File: src/rtl/exit_sequencer.sv
// Collects exit requests from several sources, waits for console drain,
// then issues a single one-cycle {finish, exitcode} word to the finish module.
`timescale 1ns/1ps
module exit_sequencer #(
    parameter int unsigned NREQ     = 2,
    parameter int unsigned DRAIN    = 16,
    parameter int unsigned ALL_MODE = 0
) (
    input  logic              CLK,
    input  logic              RST,
    input  logic [NREQ-1:0]   req_valid,
    input  logic [8*NREQ-1:0] req_code,
    output logic [NREQ-1:0]   req_ready,
    input  logic              tx_busy,
    output logic [8:0]        finish_out,
    output logic              halted
);
    localparam int unsigned PW         = (NREQ > 1) ? $clog2(NREQ) : 1;
    localparam logic [7:0]  DRAIN_LOAD = 8'(DRAIN);

    typedef enum logic [1:0] {
        ST_COLLECT,
        ST_DRAIN,
        ST_FIRE,
        ST_HALT
    } state_t;

    state_t          r_state, w_state_n;
    logic [NREQ-1:0] r_done, w_done_n;
    logic [7:0]      r_code, w_code_n;
    logic [PW-1:0]   r_rr, w_rr_n;
    logic [7:0]      r_cnt, w_cnt_n;
    logic [8:0]      r_finish, w_finish_n;

    logic            w_found;
    logic [PW-1:0]   w_gidx;
    logic [PW-1:0]   w_idx;
    logic [NREQ-1:0] w_grant;
    logic [7:0]      w_gcode;

    // Round-robin search starting at r_rr; first valid requester wins.
    always_comb begin
        w_found = 1'b0;
        w_gidx  = '0;
        w_idx   = '0;
        w_grant = '0;
        for (int unsigned k = 0; k < NREQ; k++) begin
            w_idx = PW'((32'(r_rr) + k) % NREQ);
            if (!w_found && req_valid[w_idx]) begin
                w_found = 1'b1;
                w_gidx  = w_idx;
            end
        end
        if (w_found) begin
            w_grant[w_gidx] = 1'b1;
        end
    end

    assign w_gcode = req_code[8*w_gidx +: 8];

    always_comb begin
        w_state_n = r_state;
        w_done_n  = r_done;
        w_code_n  = r_code;
        w_rr_n    = r_rr;
        w_cnt_n   = r_cnt;
        case (r_state)
            ST_COLLECT: begin
                if (w_found) begin
                    w_done_n[w_gidx] = 1'b1;
                    if (r_code == 8'h00) begin
                        w_code_n = w_gcode;
                    end
                    w_rr_n = PW'((32'(w_gidx) + 1) % NREQ);
                    if (ALL_MODE == 0 || (&w_done_n)) begin
                        if (DRAIN == 0) begin
                            w_state_n = ST_FIRE;
                        end else begin
                            w_state_n = ST_DRAIN;
                            w_cnt_n   = DRAIN_LOAD;
                        end
                    end
                end
            end
            ST_DRAIN: begin
                if (tx_busy) begin
                    w_cnt_n = DRAIN_LOAD;
                end else if (r_cnt > 8'd1) begin
                    w_cnt_n = r_cnt - 8'd1;
                end else begin
                    w_state_n = ST_FIRE;
                end
            end
            ST_FIRE: w_state_n = ST_HALT;
            ST_HALT: w_state_n = ST_HALT;
        endcase
        // Finish word is registered so it appears exactly during the FIRE cycle.
        w_finish_n = (w_state_n == ST_FIRE) ? {1'b1, w_code_n} : 9'h000;
    end

    always_ff @(posedge CLK) begin
        if (RST) begin
            r_state  <= ST_COLLECT;
            r_done   <= '0;
            r_code   <= '0;
            r_rr     <= '0;
            r_cnt    <= '0;
            r_finish <= '0;
        end else begin
            r_state  <= w_state_n;
            r_done   <= w_done_n;
            r_code   <= w_code_n;
            r_rr     <= w_rr_n;
            r_cnt    <= w_cnt_n;
            r_finish <= w_finish_n;
        end
    end

    // Outside COLLECT every request is sunk so late requesters never stall.
    assign req_ready  = (r_state == ST_COLLECT) ? w_grant : '1;
    assign finish_out = r_finish;
    assign halted     = (r_state == ST_HALT);

endmodule

File: config.mk
export PLATFORM = sky130hd
export DESIGN_NAME = exit_sequencer
export DESIGN_NICKNAME = d
export VERILOG_FILES = /design/src/rtl/exit_sequencer.sv
export SDC_FILE = /design/constraint.sdc
export NUM_CORES = 1
export LEC_CHECK = 0
export ABC_AREA = 1
export CORE_UTILIZATION = 49
export CTS_CLUSTER_DIAMETER = 40
export DETAILED_ROUTE_END_ITERATION = 6
export HOLD_SLACK_MARGIN = 0.15
export PLACE_DENSITY_LB_ADDON = 0.15
export SLEW_MARGIN = 20
export SYNTH_ARGS = -nofsm -noshare
export SYNTH_HDL_FRONTEND = slang
export SYNTH_SLANG_ARGS = --single-unit
File: constraint.sdc
create_clock -name CLK -period 1.8 [get_ports CLK]
set_clock_uncertainty 0.05 [all_clocks]
set_input_delay 0.36 -clock CLK [delete_from_list [all_inputs] [get_ports CLK]]
set_output_delay 0.36 -clock CLK [all_outputs]
set_load 0.1 [all_outputs]
Yosys cells after proc, flatten, opt, wreduce, memory -nomap -nowiden
Cells that the tools add are included.

operators by class
  magnitude comparators = 5
  multiplexer cells = 24
  equal/unequal tests = 6
  reduce and logical (&&, ||, !) cells = 10
  bitwise operators = 1
  shift operators = 1
  add/sub/neg operators = 3

operator list
  cell                 number
  $mux 8               6
  $pmux 8 s2           1
  $shiftx 16x5->8      1
  $mux 2               5
  $mux 1               9
  $mux 9               1
  $gt 8x1->1 const B   1
  $logic_not 8->1      1
  $sub 8x1->8 const B  1
  $eq 2x2->1 const B   3
  $lt 1x2->1 const B   3
  $pmux 2 s3           1
  $reduce_or 2->1      2
  $ne 3x3->1 const B   1
  $reduce_and 3->1     1
  $add 1x1->1 const B  2
  $eq 2x1->1 const B   1
  $logic_and 1x1->1    2
  $logic_not 2->1      1
  $ne 2x2->1 const B   1
  $reduce_and 2->1     1
  $reduce_bool 2->1    1
  $demux 1 s1          1
  $ge 1x1->1 const B   1
  other kinds (2)      2

storage, ports and cells
  output and inout port bits = 12
  register bits after elaboration = 28
  input port bits = 21

Depth between registers and ports, before layout
  word-level depth = 12
  depth in mapped cells = 11
  gate-level depth less buffers = 11

Least setup slack after synthesis
Ideal clock, no wire load.

  path type = in2out
  start = in req_valid[1]
  end = out req_ready[0]
  path slack = -0.060 ns
  stages = 5
  required time = 1.390 ns
  buffers on the path = 2
  arrival = 1.450 ns
  cell sequence = buf_4 -> nand2_1 -> buf_2 -> nand2_1 -> nand2_1

between the ends
  word-level cells in the longest chain between the ends = 12
  elaborated cells between the ends (all ways) = 17

RTL lines
  item                                        RTL line  source
  start, declared                             11        input logic [NREQ-1:0] req_valid,
  $mux 1 (not written as such) (2 in series)  49        if (!w_found && req_valid[w_idx]) begin
  $mux 1                                      49
  $logic_not 1->1                             49
  $logic_and 1x1->1                           49
  $mux 1                                      49
  $lt 1x2->1 or $ge 1x1->1 (tied branches)    n/a
  $logic_and 1x1->1                           n/a
  $mux 1                                      n/a
  $demux 1 s1                                 n/a
  $mux 2 *                                    54        if (w_found) begin
  $mux 2 *                                    120       assign req_ready = (r_state == ST_COLLECT) ? w_grant : '1;
  end, declared                               13        output logic [NREQ-1:0] req_ready,

Every way passes the cells marked *; elsewhere a longest branch is shown, timed or not. The select of a mux whose other input is x is not followed.

Worst setup path after layout
  start = reg r_rr
  end = out req_ready[0]

between the ends
  word-level cells in the longest chain between the ends = 12
  elaborated cells between the ends (all ways) = 18

RTL lines
  item                                        RTL line  source
  start, declared                             31        logic [PW-1:0] r_rr, w_rr_n;
  start signal, assigned                      113       r_rr <= w_rr_n;
  $mux 1 (not written as such) (2 in series)  49
  $mux 1                                      49
  $logic_not 1->1                             49
  $logic_and 1x1->1                           49
  $mux 1                                      49
  $lt 1x2->1 or $ge 1x1->1 (tied branches)    n/a
  $logic_and 1x1->1                           n/a
  $mux 1                                      n/a
  $demux 1 s1                                 n/a
  $mux 2 *                                    54
  $mux 2 *                                    120

Marked as above.

==> impl_metrics.toml <==
[finish]
seq_area_um2 = 562
drive_gt1_share_pct = 18.3
syn_to_final_growth_pct = 39.3
fillerInstances = 198
final_util_pct = 75.0
layout_common_cells = "nand2_1 (46), inv_1 (33), nor2_1 (30), dfxtp_1 (27), nand3_1 (19)"
nNetsFinal = 265
final_common_cell = "nand2_1"
multi_input_area_um2 = 686
n_antenna_cell = 0

[route]
dr.pass1.iters = 4
antenna_left = 0
wirelength_um = 3160
drcViolationCount = 0
drt_iter0_markers = 46
avgRoutedWirePerCell_um = 11.7
vias = 1380
routed_via_density = 5.09

[power]
power.switching_mw = 1.07
p_clk_share_pct = 12.9
pwr-share-seq_pct = 34.6
p_int_mw = 1.29
worst_ir_drop_vdd_mv = 1.17
p_leak_nw = 0.938
p_comb_share_pct = 52.5
power-per-cell-area_nw_per_um2 = 1210
switching_share_pct = 45.2

[clocking]
cts_max_level = 1
clock_path_buffers = 2
cts.sinks = 28
cts_tree = "yes"
postCtsHoldBufs = 0
cts-root-buf = "clkbuf_4"
clk_pin_slew_worst_paths_ns = 0.15
insertion_delay_ns = 0.33
cts_made_buffers = 3

[sta]
fmax_mhz = 598
fin_ws_ns = 0.128
maxSlewViolCount = 0
grt_setup_unrepaired = "no"
setup_viol = 0
worst_pin_slew_ns = 0.463
fin_crit_ns = 1.67
relSlewSlack_pct = 69.0
hold_viol = 0
post-route-period-util_pct = 92.9

[worst_setup_path]
cp-end-kind = "output pin"
crit_end = "req_ready[0]"
critical_path.max_fanout = 3
worstPathArrival_ns = 1.26
worstRegToRegCells = 11
required_ns = 1.39
start_kind = "register"
criticalPathCategory = "register to output pin"
ff2ff_setup_slack_ns = 0.15
r2r_start = "r_cnt[1]"
r2r-end = "r_cnt[5]"
cp-startpoint = "r_rr"

[floorplan]
die_h_um = 55.3
die_x_um = 55.3
ios = 33
rows = 18
coreArea_um2 = 2590
initial_core_util_pct = 53.8
die_area_um2 = 3060

[logic_synthesis]
synth.avg_cell_area_um2 = 6.90
yosysWarnings = 0
syn-num-nets = 225
yosysUniqueCellTypes = 24
synth-seq-cells = 28
synthCells = 202
synth_area_um2 = 1390
seq_area_frac_synth_pct = 40.2

[grt]
grt_max_degree = 16
grt_antenna_before_repair = 0
grt_pass1_vias = 1344
overflow = 0
grt_pass1_wl_um = 5390
grtUsageTotal_pct = 21.4

[hold_path]
min_path_type = "register to register"

[placement]
post-dp-hpwl_um = 2480
pre_cts_ws_ns = -0.0436
port_buffers = 32
gp_congestion = 0.901

[run]
drv_cap = 0

[status]
status = "finished, final reports clean"
synthesized netlist by cell type, drive strengths merged:
cell | number | area share (%)
nand2 | 53 | 16
o21ai | 8 | 3.1
nor2 | 37 | 12
inv | 35 | 9.6
nand3 | 22 | 9.5
nand4 | 4 | 1.8
nor3 | 3 | 1.1
clkbuf | 1 | 0.27
buf | 2 | 0.90
ha | 2 | 1.8
a21oi | 5 | 2.6
nand3b | 2 | 1.1
dfxtp | 28 | 40
repair_timing:
item | CTS | global route
setup endpoints to repair | 1 | 2
resized for setup | 1 | 2
setup buffers | 0 | 0
flip-flops by register name, indices dropped and copies added (netlist names):
signal and flops:
finish_out 9, r_cnt 8, r_code 8, r_state 2
r_rr 1
through the flow:
| stage | total power, mW | hold slack, ns | instances | TNS (ns) | cell area, um2 |
|---|---|---|---|---|---|
| after CTS | 2.36 | 0.489 | 271 | 0 | 1940 |
| after global placement | 2.00 | 0.443 | 267 | 0 | 1900 |
| final | 2.36 | 0.472 | 271 | 0 | 1940 |
| after global routing | 2.54 | 0.523 | 271 | 0 | 1940 |
| after detailed placement | 2.05 | 0.469 | 267 | -0.151 | 1900 |
| after floorplan | 1.73 | 0.379 | 202 | 0 | 1400 |
how the worst min path moves through the flow:
stage / startpoint / endpoint / slack (ns) / cells after the start
after CTS: r_cnt[0] / r_cnt[0] / 0.49 / 2
final: r_cnt[0] / r_cnt[0] / 0.47 / 2
after global placement: r_cnt[1] / r_cnt[1] / 0.44 / 2
after floorplan: RST / r_cnt[4] / 0.38 / 1
after global routing: r_cnt[0] / r_cnt[0] / 0.52 / 2
after detailed placement: r_cnt[0] / r_cnt[0] / 0.47 / 2
power by group through the flow:
stage                     logic, mW  clock network, mW  registers (mW)
after detailed placement       1.23                  0           0.826
final                          1.24              0.305           0.815
after global routing           1.39              0.330           0.825
after global placement         1.18                  0           0.822
after CTS                      1.24              0.312           0.812
after floorplan               0.886                  0           0.841
cell families after synthesis:
logic type	after synthesis	synth area share, %
buffers and inverters	38	10.8
and+or+nand+nor	121	41.5
DFF	28	40.2
adders and majority gates	2	1.80
AOI/OAI and AO/OA	13	5.75
final cells by class:
cell class / instances / area share [%]
timing repair buffer: 38 / 25.1
tap: 30 / 1.93
sequential: 28 / 28.9
inverter: 35 / 6.89
clock buffer: 4 / 1.87
multi-input combinational: 136 / 35.3
layer usage:
| metal | wire length (um) | GRT usage [%] |
|---|---|---|
| met2 | 1710 | 42.5 |
| met3 | 166 | 5.15 |
| met4 | 20 | 2.86 |
| met5 | 0 | 0 |
| met1 | 1260 | 22.9 |
critical path: stages, from the launching register on:
cell and delay, ns:
dfxtp_1 0.34, inv_1 0.11, nand2_4 0.07, nand2_1 0.09, nand2_1 0.07, nand2_2 0.07, buf_12 0.17
Power figures use the tool's default switching activity.
